**src/rtl/adc_fill_reader.sv**
```systemverilog
// adc_fill_reader
//   Decodes one acquisition fill (header word, num_fill_bursts data words,
//   checksum word) arriving as 128-bit words, and re-emits every accepted
//   word as four 32-bit lanes, low lane first.
//
// Ports
//   clk, reset        : clock; asynchronous active-high reset
//   in_dat/in_valid/in_ready     : 128-bit input word stream
//   out_dat/out_valid/out_ready  : 32-bit lane stream; out_last marks the
//                                  final lane of the checksum word
//   hdr_fill_num, hdr_num_bursts, hdr_fill_type, hdr_channel_tag
//                     : fields of the most recent header
//   hdr_valid         : one-cycle pulse after a header is captured
//   fill_done         : one-cycle pulse after the checksum word is accepted
//   chksum_err        : sticky checksum mismatch flag
//   busy              : fill in progress or lanes still pending
module adc_fill_reader #(
  parameter bit EMIT_HEADER = 1'b1
) (
  input  logic         clk,
  input  logic         reset,
  input  logic [127:0] in_dat,
  input  logic         in_valid,
  output logic         in_ready,
  output logic [31:0]  out_dat,
  output logic         out_valid,
  input  logic         out_ready,
  output logic         out_last,
  output logic [23:0]  hdr_fill_num,
  output logic [20:0]  hdr_num_bursts,
  output logic [1:0]   hdr_fill_type,
  output logic [15:0]  hdr_channel_tag,
  output logic         hdr_valid,
  output logic         fill_done,
  output logic         chksum_err,
  output logic         busy
);

  typedef enum logic [1:0] {IDLE, HDR, DATA, CKSUM} state_t;

  state_t         state;
  state_t         state_nxt;

  logic [127:0]   word_p0;
  logic [1:0]     lane_p0;
  logic           vld_p0;
  logic           last_word_p0;

  logic [20:0]    burst_cnt;
  logic [31:0]    csum;

  logic           hdr_skip;
  logic           lane_xfer;
  logic           lane3_xfer;
  logic           hs;
  logic           emit;

  function automatic logic [31:0] lane_xor(input logic [127:0] w);
    return w[31:0] ^ w[63:32] ^ w[95:64] ^ w[127:96];
  endfunction

  // A suppressed header never enters the serializer, so it can be taken
  // regardless of whether lanes are still draining.
  assign hdr_skip   = (state == HDR) && !EMIT_HEADER;
  assign lane_xfer  = vld_p0 && out_ready;
  assign lane3_xfer = lane_xfer && (lane_p0 == 2'd3);
  assign in_ready   = (state != IDLE) && (!vld_p0 || lane3_xfer || hdr_skip);
  assign hs         = in_valid && in_ready;
  assign emit       = hs && !hdr_skip;

  always_comb begin
    state_nxt = state;
    case (state)
      IDLE:    state_nxt = HDR;
      HDR:     if (hs) state_nxt = (in_dat[44:24] == 21'd0) ? CKSUM : DATA;
      DATA:    if (hs && (burst_cnt == 21'd1)) state_nxt = CKSUM;
      CKSUM:   if (hs) state_nxt = HDR;
      default: state_nxt = IDLE;
    endcase
  end

  // Stage p0: fill decode and serializer control
  always_ff @(posedge clk or posedge reset) begin
    if (reset) begin
      state           <= IDLE;
      burst_cnt       <= '0;
      csum            <= '0;
      chksum_err      <= 1'b0;
      hdr_fill_num    <= '0;
      hdr_num_bursts  <= '0;
      hdr_fill_type   <= '0;
      hdr_channel_tag <= '0;
      hdr_valid       <= 1'b0;
      fill_done       <= 1'b0;
      vld_p0          <= 1'b0;
      lane_p0         <= '0;
      last_word_p0    <= 1'b0;
    end else begin
      state     <= state_nxt;
      hdr_valid <= 1'b0;
      fill_done <= 1'b0;
      if (hs) begin
        case (state)
          HDR: begin
            hdr_fill_num    <= in_dat[23:0];
            hdr_num_bursts  <= in_dat[44:24];
            hdr_fill_type   <= in_dat[69:68];
            hdr_channel_tag <= in_dat[85:70];
            hdr_valid       <= 1'b1;
            burst_cnt       <= in_dat[44:24];
            csum            <= '0;
          end
          DATA: begin
            burst_cnt <= burst_cnt - 21'd1;
            csum      <= csum ^ lane_xor(in_dat);
          end
          CKSUM: begin
            fill_done <= 1'b1;
            if (in_dat[31:0] != csum) chksum_err <= 1'b1;
          end
          default: ;
        endcase
      end
      // A new word may load on the same edge lane 3 leaves.
      if (emit) begin
        vld_p0       <= 1'b1;
        lane_p0      <= 2'd0;
        last_word_p0 <= (state == CKSUM);
      end else if (lane_xfer) begin
        if (lane_p0 == 2'd3) vld_p0 <= 1'b0;
        lane_p0 <= lane_p0 + 2'd1;
      end
    end
  end

  always_ff @(posedge clk) begin
    if (emit) word_p0 <= in_dat;
  end

  always_comb begin
    case (lane_p0)
      2'd0:    out_dat = word_p0[31:0];
      2'd1:    out_dat = word_p0[63:32];
      2'd2:    out_dat = word_p0[95:64];
      default: out_dat = word_p0[127:96];
    endcase
  end

  assign out_valid = vld_p0;
  assign out_last  = vld_p0 && last_word_p0 && (lane_p0 == 2'd3);
  assign busy      = (state != IDLE) || vld_p0;

endmodule

```
**config.mk**
```make
export PLATFORM = sky130hd
export DESIGN_NAME = adc_fill_reader
export DESIGN_NICKNAME = d
export VERILOG_FILES = /design/src/rtl/adc_fill_reader.sv
export SDC_FILE = /design/constraint.sdc
export NUM_CORES = 1
export LEC_CHECK = 0
export ABC_CLOCK_PERIOD_IN_PS = 5000
export CORE_MARGIN = 10
export CORE_UTILIZATION = 30
export DETAILED_ROUTE_END_ITERATION = 8
export PLACE_DENSITY = 0.5
export SLEW_MARGIN = 20
export SYNTH_ARGS = -nofsm -noshare
export SYNTH_HDL_FRONTEND = slang
export SYNTH_SLANG_ARGS = --single-unit
```
**constraint.sdc**
```tcl
create_clock -name clk -period 5 [get_ports clk]
set_input_delay 0.75 -clock clk [delete_from_list [all_inputs] [get_ports clk]]
set_output_delay 0.75 -clock clk [all_outputs]
set_load 0.05 [all_outputs]
```
==> run_results.csv <==
group,metric,value,unit
status,outcome,"completed",
clock_network,holdBufCountCts,0,
logic_synthesis,synth_top_area_cell,"edfxtp_1",
placement,hpwl,24500,um
sta,period_minus_slack,4110,ps
placement,place_area,0.0145,sq mm
hold_path,whs_path_depth,1,
worst_setup_path,start_kind,"flip-flop",
floorplanning,start_util,30.2,%
logic_synthesis,syn_area_per_cell,13.4,sq um
worst_setup_path,rr_worst_depth,6,
placement,gp_congestion,0.735,
global_routing,antenna_found_initial,2,
clock_network,cts_max_level,1,
sta,max_slew_margin,30.2,%
clock_network,cts_tree,"yes",
power,vdd_ir_drop_max,0.000392,V
global_routing,overflow,0,
route,remaining_drc_errors,0,
global_routing,grt_pass1_wl,53900,um
global_routing,grt_pass1_vias,8219,
placement,dpl_worst_slack,1480,ps
logic_synthesis,yosysMostFrequentCell,"edfxtp_1",
floorplanning,rows,72,
sta,setup_ws,890,ps
power,power.leakage,5.90,nW
worst_setup_path,crit_fanout,32,
worst_setup_path,cp.required,4250,ps
power,powerDensity,679,mW/mm^2
logic_synthesis,ys.flop_type,"edfxtp_1",
worst_setup_path,critPathCaptureType,"output port",
sta,slew_violations,0,
logic_synthesis,yosys.area.top_type_share,33.1,%
global_routing,grt_max_degree,86,
global_routing,grtUsageTotal,14.9,%
worst_setup_path,cp_data_arrival_time,3360,ps
route,drt_iter0_drc,580,
sta,clock_skew,10.7,ps
final_layout,drive_gt1_share,12.9,%
route,via_count,7869,
clock_network,cts_inserted_buffers,31,
logic_synthesis,syn-cell-area,0.0116,sq mm
logic_synthesis,yosysWarnings,0,
logic_synthesis,synthArstFlopShare,49.4,%
floorplanning,fp.dieH,217,um
sta,fin_crit_sh,82.2,%
final_layout,fin_util,40.3,%
logic_synthesis,synth-edff-count,128,
floorplanning,core,0.0385,sq mm
worst_setup_path,crit_type,"flip-flop to output port",
route,wl_per_cell,21.8,um
logic_synthesis,synth-seq-cells,253,
clock_network,cts.clk_slew.worst_paths,60,ps
route,routed_wl,35800,um
logic_synthesis,synth_area_leaders,"edfxtp_1, dfrtp_1, xnor2_1, mux2_2, mux2i_1",
run,drv_cap,0,
clock_network,clock_latency,570,ps
floorplanning,dieArea,0.0470,sq mm
clock_network,cts-root-buf,"clkbuf_16",
route,drt-vias-per-instance,4.79,
final_layout,fill_cells,3695,
floorplanning,io_pins,234,
logic_synthesis,synthesis.nets,1011,
logic_synthesis,netlist_instances,868,
sta,setup_violations,0,
final_layout,syn2layout_area_growth,33.6,%
final_layout,fin_nets,1242,
floorplanning,fp.dieW,217,um
sta,tightest_slew,1050,ps
logic_synthesis,synth_cell_type_count,51,
logic_synthesis,synth_common_cells,"edfxtp_1, dfrtp_1, xnor2_1",
sta,rsz0062_at_grt,"false",
sta,setup_tns,0,ps
hold_path,min_path_type,"flip-flop to flip-flop",
final_layout,design_area,0.0155,sq mm
clock_network,clock_path_buffers,3,
clock_network,cts_sinks,253,
sta,hold_viol,0,
clock_network,cts_resized,0,
placement,port_buffers,233,
sta,fmax,243,MHz
route,postRouteAntennaNets,0,
clock_network,post_cts_buffers,0,
route,drt_pre_antenna_iters,5,
logic_synthesis,ys_seq_area_share,60.0,%
-- cells by family (layout without fill, tap and decap cells) --
family	after synthesis	count (layout)	share of synthesized area (%)
muxes	99	99	9.23
buffers and inverters	84	340	3.22
xor gates and xnor gates	129	129	9.73
AOI/OAI and AO/OA	160	160	9.59
and+or+nand+nor	132	132	7.03
DFF	253	253	60.0
adders and majority gates	11	11	1.18
other	0	1	0
-- final cells by class --
class,count,area (sq um),share of cell area [%]
Multi-Input combinational cell,531,4300,27.7
Clock inverter,21,230,1.48
Inverter,41,159,1.02
Timing Repair Buffer,241,2390,15.4
Clock buffer,37,818,5.27
Sequential cell,253,6970,44.9
Antenna cell,1,2.50,0.0161
Tap cell,518,648,4.18
-- per-layer routing --
| layer | part of all wire [%] | up-vias | GRT usage (%) |
|---|---|---|---|
| met1 | 45 | 3934 | 20.2 |
| met5 | 0.056 | - | 0 |
| met3 | 5.6 | 52 | 3.11 |
| met2 | 47 | 202 | 24.1 |
| met4 | 1.8 | 4 | 2.91 |
| li1 | - | 3677 | - |
-- final timing paths --
kind | from | end | slack [ps]
setup / recovery | lane_p0[0] | out_dat[1] | 890
hold / removal | chksum_err | chksum_err | 480
setup reg to reg | state[0] | hdr_fill_num[10] | 2060
hold reg to reg | chksum_err | chksum_err | 480
max in group asynchronous | reset | hdr_num_bursts[3] | 3310
min in group asynchronous | reset | hdr_fill_num[2] | 740
-- through the flow --
step | hold WS (ps) | std cells | power, mW
finish | 478 | 1643 | 10.5
floorplan | 472 | 868 | 6.59
global placement | 459 | 1584 | 8.30
CTS | 475 | 1642 | 10.7
global route | 489 | 1642 | 11.1
detailed placement | 460 | 1584 | 8.33
-- placed cells by master, fill, tap and decap left out, types with 6 or more instances in the layout --
cell type,Yosys,layout
nor2_1,15,15
clkinv_1,0,8
and3_1,7,7
xor2_1,32,32
a21oi_1,50,50
nor4_1,14,14
o21ai_0,16,16
nand2_1,11,10
ha_1,11,6
buf_4,1,8
edfxtp_1,128,128
inv_1,41,40
nand2b_1,37,37
xnor2_1,97,97
nand4_1,10,10
mux2_2,65,65
o22ai_1,14,14
clkbuf_16,0,31
a222oi_1,32,32
clkdlybuf4s50_1,0,233
mux2i_1,34,34
nand3_1,11,10
o31ai_1,31,31
dfrtp_1,125,125
-- worst max-delay path, stage by stage, from the launching register on --
cell,delay (ps)
dfrtp_1,420
inv_1,130
ha_2,810
a222oi_1,240
mux2i_1,280
clkdlybuf4s50_1,860
-- sequential cells by signal (all words and copies together) (netlist names) --
name / flops
word_p0: 128
csum: 32
hdr_fill_num: 24
burst_cnt: 21
hdr_num_bursts: 21
hdr_channel_tag: 16
hdr_fill_type: 2
lane_p0: 2
state: 2
chksum_err: 1
fill_done: 1
hdr_valid: 1
last_word_p0: 1
out_valid: 1
-- power breakdown --
group / internal (mW) / switching (mW)
clock network: 1.42 / 0.897
registers: 2.85 / 0.376
logic: 1.77 / 3.23
Note: power is estimated with default switching activity, not from simulation.
